===== src/rtl/sdrc_arb_pkg.sv =====
// sdrc_arb_pkg: shared types, field widths and round-robin pick helper
// for the SDRAM port arbiter.
package sdrc_arb_pkg;

    typedef enum logic [1:0] {
        IDLE  = 2'd0,
        ISSUE = 2'd1,
        SPLIT = 2'd2,
        ACK   = 2'd3
    } arb_state_e;

    localparam int COLBITS_BASE = 8;
    localparam int ROW_W        = 13;
    localparam int BA_W         = 2;

    // Unused upper request bits must be zero; wrapping over 8 then skips them.
    function automatic logic [2:0] rr_pick(input logic [7:0] req,
                                           input logic [2:0] ptr);
        logic [2:0] idx;
        logic       found;
        rr_pick = ptr;
        found   = 1'b0;
        for (int i = 0; i < 8; i++) begin
            idx = ptr + 3'(i);
            if (!found && req[idx]) begin
                rr_pick = idx;
                found   = 1'b1;
            end
        end
    endfunction

endpackage


===== src/rtl/sdrc_port_arbiter_if.sv =====
// sdrc_port_arbiter_if: application-port and bank-controller request
// signals; master = arbiter side, slave = environment side.
interface sdrc_port_arbiter_if
    import sdrc_arb_pkg::*;
#(
    parameter int NPORTS = 4,
    parameter int APP_AW = 26,
    parameter int LEN_W  = 7
);
    localparam int PW = $clog2(NPORTS);

    logic [NPORTS-1:0]        app_req;
    logic [NPORTS*APP_AW-1:0] app_addr;
    logic [NPORTS*LEN_W-1:0]  app_len;
    logic [NPORTS-1:0]        app_wr;
    logic [NPORTS-1:0]        app_ack;

    logic                     r2b_req;
    logic [BA_W-1:0]          r2b_ba;
    logic [ROW_W-1:0]         r2b_raddr;
    logic [ROW_W-1:0]         r2b_caddr;
    logic [LEN_W-1:0]         r2b_len;
    logic                     r2b_write;
    logic [PW-1:0]            r2b_port;
    logic                     b2r_arb_ok;

    modport master (
        input  app_req, app_addr, app_len, app_wr, b2r_arb_ok,
        output app_ack, r2b_req, r2b_ba, r2b_raddr, r2b_caddr,
        output r2b_len, r2b_write, r2b_port
    );

    modport slave (
        output app_req, app_addr, app_len, app_wr, b2r_arb_ok,
        input  app_ack, r2b_req, r2b_ba, r2b_raddr, r2b_caddr,
        input  r2b_len, r2b_write, r2b_port
    );

endinterface


===== src/rtl/sdrc_addr_map.sv =====
// sdrc_addr_map: linear word address -> bank/row/column for a
// column width of 8+colbits; also reports the page size in words.
module sdrc_addr_map
    import sdrc_arb_pkg::*;
#(
    parameter int APP_AW = 26
) (
    input  logic [APP_AW-1:0] addr_i,
    input  logic [1:0]        colbits_i,
    output logic [BA_W-1:0]   ba_o,
    output logic [ROW_W-1:0]  raddr_o,
    output logic [ROW_W-1:0]  caddr_o,
    output logic [ROW_W-1:0]  page_o
);
    logic [4:0]              c;
    logic [31:0]             a32;
    logic [31:0]             mask;
    logic [BA_W+ROW_W-1:0]   hi;

    always_comb begin
        c       = 5'(COLBITS_BASE) + {3'b000, colbits_i};
        a32     = 32'(addr_i);
        mask    = (32'd1 << c) - 32'd1;
        hi      = (BA_W+ROW_W)'(a32 >> c);
        caddr_o = ROW_W'(a32 & mask);
        ba_o    = hi[BA_W-1:0];
        raddr_o = hi[BA_W +: ROW_W];
        page_o  = ROW_W'(32'd1 << c);
    end

endmodule


===== src/rtl/sdrc_port_arbiter.sv =====
// sdrc_port_arbiter: round-robin grant of application ports onto the bank
// request path. Define SDRC_ARB_PAGE_SPLIT_EN to split page-crossing bursts.
module sdrc_port_arbiter
    import sdrc_arb_pkg::*;
#(
    parameter int NPORTS = 4,
    parameter int APP_AW = 26,
    parameter int LEN_W  = 7
) (
    input  logic                sdram_clk,
    input  logic                sdram_reset,
    input  logic [1:0]          cfg_colbits,
    sdrc_port_arbiter_if.master bus
);
    localparam int PW = $clog2(NPORTS);

    localparam logic [1:0] ST_IDLE  = IDLE;
    localparam logic [1:0] ST_ISSUE = ISSUE;
    localparam logic [1:0] ST_ACK   = ACK;
`ifdef SDRC_ARB_PAGE_SPLIT_EN
    localparam logic [1:0] ST_SPLIT = SPLIT;
`endif

    logic [1:0]        state_q, state_d;
    logic [PW-1:0]     rr_q, rr_d;
    logic [PW-1:0]     port_q, port_d;
    logic [BA_W-1:0]   ba_q, ba_d;
    logic [ROW_W-1:0]  raddr_q, raddr_d;
    logic [ROW_W-1:0]  caddr_q, caddr_d;
    logic [LEN_W-1:0]  len_q, len_d;
    logic              wr_q, wr_d;

    logic [PW-1:0]     gport;
    logic [APP_AW-1:0] gaddr;
    logic [LEN_W-1:0]  glen, len_e;
    logic [BA_W-1:0]   map_ba;
    logic [ROW_W-1:0]  map_raddr, map_caddr;

`ifdef SDRC_ARB_PAGE_SPLIT_EN
    logic [LEN_W-1:0]  rem_q, rem_d, len1;
    logic [ROW_W-1:0]  map_page;
    logic [ROW_W:0]    end_col;
`endif

    assign gport = PW'(rr_pick(8'(bus.app_req), 3'(rr_q)));
    assign gaddr = bus.app_addr[int'(gport)*APP_AW +: APP_AW];
    assign glen  = bus.app_len[int'(gport)*LEN_W +: LEN_W];
    assign len_e = (glen == '0) ? LEN_W'(1) : glen;

    sdrc_addr_map #(.APP_AW(APP_AW)) u_map (
        .addr_i    (gaddr),
        .colbits_i (cfg_colbits),
        .ba_o      (map_ba),
        .raddr_o   (map_raddr),
        .caddr_o   (map_caddr),
`ifdef SDRC_ARB_PAGE_SPLIT_EN
        .page_o    (map_page)
`else
        .page_o    ()
`endif
    );

`ifdef SDRC_ARB_PAGE_SPLIT_EN
    assign end_col = {1'b0, map_caddr} + (ROW_W+1)'(len_e);
    assign len1    = LEN_W'(map_page - map_caddr);
`endif

    always_comb begin
        state_d = state_q;
        rr_d    = rr_q;
        port_d  = port_q;
        ba_d    = ba_q;
        raddr_d = raddr_q;
        caddr_d = caddr_q;
        len_d   = len_q;
        wr_d    = wr_q;
`ifdef SDRC_ARB_PAGE_SPLIT_EN
        rem_d   = rem_q;
`endif
        unique case (state_q)
            ST_IDLE: begin
                if (|bus.app_req) begin
                    port_d  = gport;
                    ba_d    = map_ba;
                    raddr_d = map_raddr;
                    caddr_d = map_caddr;
                    len_d   = len_e;
                    wr_d    = bus.app_wr[gport];
`ifdef SDRC_ARB_PAGE_SPLIT_EN
                    rem_d   = '0;
                    if (end_col > {1'b0, map_page}) begin
                        len_d = len1;
                        rem_d = len_e - len1;
                    end
`endif
                    state_d = ST_ISSUE;
                end
            end
            ST_ISSUE: begin
                if (bus.b2r_arb_ok) begin
`ifdef SDRC_ARB_PAGE_SPLIT_EN
                    state_d = (rem_q != '0) ? ST_SPLIT : ST_ACK;
`else
                    state_d = ST_ACK;
`endif
                end
            end
`ifdef SDRC_ARB_PAGE_SPLIT_EN
            ST_SPLIT: begin
                // Next row of the same bank; row counter wraps naturally
                caddr_d = '0;
                raddr_d = raddr_q + ROW_W'(1);
                len_d   = rem_q;
                rem_d   = '0;
                state_d = ST_ISSUE;
            end
`endif
            ST_ACK: begin
                rr_d    = (port_q == PW'(NPORTS-1)) ? '0 : port_q + PW'(1);
                state_d = ST_IDLE;
            end
            default: state_d = ST_IDLE;
        endcase
    end

    always_ff @(posedge sdram_clk) begin
        if (sdram_reset) begin
            state_q <= ST_IDLE;
            rr_q    <= '0;
            port_q  <= '0;
            ba_q    <= '0;
            raddr_q <= '0;
            caddr_q <= '0;
            len_q   <= '0;
            wr_q    <= 1'b0;
`ifdef SDRC_ARB_PAGE_SPLIT_EN
            rem_q   <= '0;
`endif
        end else begin
            state_q <= state_d;
            rr_q    <= rr_d;
            port_q  <= port_d;
            ba_q    <= ba_d;
            raddr_q <= raddr_d;
            caddr_q <= caddr_d;
            len_q   <= len_d;
            wr_q    <= wr_d;
`ifdef SDRC_ARB_PAGE_SPLIT_EN
            rem_q   <= rem_d;
`endif
        end
    end

    assign bus.r2b_req   = (state_q == ST_ISSUE);
    assign bus.r2b_ba    = ba_q;
    assign bus.r2b_raddr = raddr_q;
    assign bus.r2b_caddr = caddr_q;
    assign bus.r2b_len   = len_q;
    assign bus.r2b_write = wr_q;
    assign bus.r2b_port  = port_q;
    assign bus.app_ack   = (state_q == ST_ACK) ? (NPORTS'(1) << port_q) : '0;

endmodule


===== src/flat_wrapper.sv =====
// flat-port wrapper written by rule: the top's interface ports become plain ports
module sdrc_port_arbiter_flat import sdrc_arb_pkg::*;
#(
    parameter int NPORTS = 4,
    parameter int APP_AW = 26,
    parameter int LEN_W  = 7
)
  (sdram_clk, sdram_reset, cfg_colbits, bus_app_req, bus_app_addr, bus_app_len, bus_app_wr, bus_b2r_arb_ok, bus_app_ack, bus_r2b_req, bus_r2b_ba, bus_r2b_raddr, bus_r2b_caddr, bus_r2b_len, bus_r2b_write, bus_r2b_port);
  sdrc_port_arbiter_if #(.NPORTS(NPORTS), .APP_AW(APP_AW), .LEN_W(LEN_W)) bus_i ();
  input  logic sdram_clk;
  input  logic sdram_reset;
  input  logic [1:0] cfg_colbits;
  input wire logic [$bits(bus_i.app_req)-1:0] bus_app_req;
  input wire logic [$bits(bus_i.app_addr)-1:0] bus_app_addr;
  input wire logic [$bits(bus_i.app_len)-1:0] bus_app_len;
  input wire logic [$bits(bus_i.app_wr)-1:0] bus_app_wr;
  input wire logic [$bits(bus_i.b2r_arb_ok)-1:0] bus_b2r_arb_ok;
  output wire logic [$bits(bus_i.app_ack)-1:0] bus_app_ack;
  output wire logic [$bits(bus_i.r2b_req)-1:0] bus_r2b_req;
  output wire logic [$bits(bus_i.r2b_ba)-1:0] bus_r2b_ba;
  output wire logic [$bits(bus_i.r2b_raddr)-1:0] bus_r2b_raddr;
  output wire logic [$bits(bus_i.r2b_caddr)-1:0] bus_r2b_caddr;
  output wire logic [$bits(bus_i.r2b_len)-1:0] bus_r2b_len;
  output wire logic [$bits(bus_i.r2b_write)-1:0] bus_r2b_write;
  output wire logic [$bits(bus_i.r2b_port)-1:0] bus_r2b_port;
  assign bus_i.app_req = bus_app_req;
  assign bus_i.app_addr = bus_app_addr;
  assign bus_i.app_len = bus_app_len;
  assign bus_i.app_wr = bus_app_wr;
  assign bus_i.b2r_arb_ok = bus_b2r_arb_ok;
  assign bus_app_ack = bus_i.app_ack;
  assign bus_r2b_req = bus_i.r2b_req;
  assign bus_r2b_ba = bus_i.r2b_ba;
  assign bus_r2b_raddr = bus_i.r2b_raddr;
  assign bus_r2b_caddr = bus_i.r2b_caddr;
  assign bus_r2b_len = bus_i.r2b_len;
  assign bus_r2b_write = bus_i.r2b_write;
  assign bus_r2b_port = bus_i.r2b_port;
  sdrc_port_arbiter #(.NPORTS(NPORTS), .APP_AW(APP_AW), .LEN_W(LEN_W)) u_core (.sdram_clk(sdram_clk), .sdram_reset(sdram_reset), .cfg_colbits(cfg_colbits), .bus(bus_i));
endmodule

===== config.mk =====
export PLATFORM = sky130hd
export DESIGN_NAME = sdrc_port_arbiter_flat
export DESIGN_NICKNAME = d
export VERILOG_FILES = /design/src/rtl/sdrc_arb_pkg.sv /design/src/rtl/sdrc_port_arbiter_if.sv /design/src/rtl/sdrc_addr_map.sv /design/src/rtl/sdrc_port_arbiter.sv /design/src/flat_wrapper.sv
export SDC_FILE = /design/constraint.sdc
export NUM_CORES = 1
export LEC_CHECK = 0
export CORE_AREA = 5 5 99 101
export DETAILED_ROUTE_END_ITERATION = 10
export DIE_AREA = 0 0 104 106
export GPL_ROUTABILITY_DRIVEN = 1
export PLACE_DENSITY_LB_ADDON = 0.08
export SLEW_MARGIN = 30
export SYNTH_ARGS = -nofsm -noshare
export SYNTH_HDL_FRONTEND = slang
export SYNTH_HIERARCHICAL = 1
export SYNTH_SLANG_ARGS = --single-unit

===== constraint.sdc =====
create_clock -name sdram_clk -period 4.6 [get_ports sdram_clk]
set_input_delay 0.69 -clock sdram_clk [delete_from_list [all_inputs] [get_ports sdram_clk]]
set_output_delay 0.69 -clock sdram_clk [all_outputs]
set_load 0.02 [all_outputs]

==> insert_results.sql <==
INSERT INTO impl_metrics (metric_group, metric, value, unit) VALUES
('placement', 'dp_hpwl', '8.81', 'mm'),
('sta', 'final_period_minus_worst_setup_slack', '4150', 'ps'),
('synth', 'yosysWarningCount', '6', ''),
('clocking', 'tritoncts_num_sinks', '42', ''),
('run_status', 'run_status', 'complete, no violations', ''),
('floorplanning', 'core_area', '8930', 'sq um'),
('sta', 'final.setup.tns', '0', 'ps'),
('clocking', 'htreeDepth', '2', ''),
('synth', 'postSynthAreaPerCell', '10.1', 'sq um'),
('floorplanning', 'chipWidth', '104', 'microns'),
('worst_hold_path', 'min_from', 'u_core/bus.r2b_caddr[9]', ''),
('global_route', 'gr-usage-all-layers', '19.5', '%'),
('worst_hold_path', 'timing.hold.worst_endpoint', 'u_core/bus.r2b_caddr[9]', ''),
('cells_and_area', 'layout_common_cells', '185 x clkdlybuf4s50_1, 74 x nand2_1, 42 x dfxtp_1', ''),
('sta', 'worst_clock_skew', '2.71', 'ps'),
('sta', 'timing.slew.headroom', '39.8', '%'),
('placement', 'placement.io_buffers', '187', ''),
('power', 'irDropWorstVdd', '0.147', 'mV'),
('global_route', 'global_route.usage.met2', '34.4', '%'),
('placement', 'placement.setup.worst_slack', '375', 'ps'),
('synth', 'mappedNetlistArea', '3340', 'sq um'),
('routing', 'routed_wl', '10.9', 'mm'),
('global_route', 'grt_max_degree', '43', ''),
('clocking', 'cts_buffer_count', '5', ''),
('sta', 'finalSetupViolCount', '0', ''),
('routing', 'vias_per_cell', '5.36', ''),
('synth', 'post_synth_inst_count', '329', ''),
('cells_and_area', 'n_fill_cell', '828', ''),
('global_route', 'grt_pass1_vias', '3471', ''),
('worst_setup_path', 'regToRegStartpoint', 'u_core/rr_q[1]', ''),
('floorplanning', 'start_util', '37.3', '%'),
('global_route', 'global_route.usage.met1', '22.6', '%'),
('cells_and_area', 'antenna_diodes', '0', ''),
('cells_and_area', 'nets', '641', ''),
('cells_and_area', 'postLayoutCoreUtil', '58.9', '%'),
('clocking', 'post_cts_resize_count', '0', ''),
('sta', 'slew_viol_final', '0', ''),
('clocking', 'buffer_type_at_the_clock_tree_root', 'clkbuf_8', ''),
('worst_setup_path', 'timing.rr.end', 'u_core/bus.r2b_ba[1]', ''),
('routing', 'detailedRoute.firstIterationViolations', '80', ''),
('floorplanning', 'rows', '35', ''),
('floorplanning', 'dieHeight', '106', 'microns'),
('synth', 'postSynthNetCount', '481', ''),
('worst_setup_path', 'worst-endpoint-arrival', '4290', 'ps'),
('worst_setup_path', 'worstPathRequired', '4740', 'ps'),
('global_route', 'grt_pass1_wl', '17.6', 'mm'),
('placement', 'gp_congestion', '0.837', ''),
('clocking', 'hold_buffers', '0', ''),
('power', 'report.power.total', '1270', 'uW'),
('global_route', 'grt_antenna_before_repair', '0', ''),
('worst_hold_path', 'type_of_the_tightest_min_delay_check', 'reg2reg', ''),
('worst_setup_path', 'crit_type', 'reg2reg', ''),
('power', 'leakage_power_summed_over_all_cells', '0.00194', 'uW'),
('worst_setup_path', 'worstSetupEndpointType', 'flop', ''),
('cells_and_area', 'register_area', '841', 'sq um'),
('routing', 'antenna_left', '0', ''),
('clocking', 'post-cts-setup-buffer-count', '0', ''),
('sta', 'final-hold-violation-count', '0', ''),
('routing', 'avgRoutedWirePerCell', '18.1', 'microns'),
('worst_hold_path', 'hold_path_cells', '2', ''),
('global_route', 'grt_use_met3', '6.80', '%'),
('sta', 'grt_setup_unrepaired', 'false', ''),
('global_route', 'grt_overflow_total', '0', ''),
('floorplanning', 'pin_count', '188', ''),
('placement', 'place.detailed.instances', '593', ''),
('worst_setup_path', 'timing.critical_path.from_type', 'flop', ''),
('power', 'p_per_area', '241', 'nW/um^2'),
('clocking', 'worst_setup_hold_path_clk_slew', '80', 'ps'),
('sta', 'min_period_over_period', '90.2', '%'),
('worst_setup_path', 'worst-r2r-cell-count', '12', ''),
('clocking', 'clkLatencyLatePin', '290', 'ps');
## metrics by stage
step | instance area (sq um) | hold slack (ps)
after detailed placement | 5150 | 447
after global placement | 5150 | 440
final | 5260 | 455
after CTS | 5260 | 459
after global routing | 5260 | 480
after floorplan | 3340 | 535
## registers in the layout (all words and copies together) (netlist names)
register / flops
u_core/rr_q: 2
u_core/state_q: 2
u_core/bus.r2b_write: 1
u_core/bus.r2b_port: 2
u_core/bus.r2b_caddr: 13
u_core/bus.r2b_len: 7
u_core/bus.r2b_raddr: 13
u_core/bus.r2b_ba: 2
## per-layer routing
metal | share of wire (%) | vias up
li1 | - | 1543
met1 | 39 | 1531
met2 | 51 | 133
met3 | 8.8 | 17
met4 | 1.6 | 0
met5 | 0 | -
## area by class of cell
type	instances	area share (%)
Clock buffer	5	1.31
Clock inverter	3	0.761
Inverter	6	0.428
Multi-Input combinational cell	239	42.4
Sequential cell	42	16.0
Tap cell	111	2.64
Timing Repair Buffer	195	36.5
## worst max-delay path by stage
stage	start	to	cells after the start
floorplan	u_core/rr_q[1]	u_core/bus.r2b_ba[0]	15
global route	u_core/rr_q[1]	u_core/bus.r2b_ba[1]	12
global placement	bus_app_req[0]	u_core/bus.r2b_raddr[2]	11
finish	u_core/rr_q[1]	u_core/bus.r2b_ba[1]	12
detailed placement	bus_app_req[0]	u_core/bus.r2b_ba[1]	11
CTS	u_core/rr_q[1]	u_core/bus.r2b_ba[1]	12
## critical path: stages, from the launching register on
cell and delay [ps]:
dfxtp_1 600, inv_1 130, ha_1 430, mux4_2 590
and2_1 220, o21ai_0 140, a31oi_1 140, o21ai_4 200
buf_4 270, mux4_1 620, mux4_1 520, nand2_1 70
a21oi_1 60
## power by group
part	switching [uW]	total (uW)	internal (uW)
sequential	23.0	422	399
clock	134	294	160
combinational	228	552	324
Note: power is estimated with default switching activity, not from simulation.
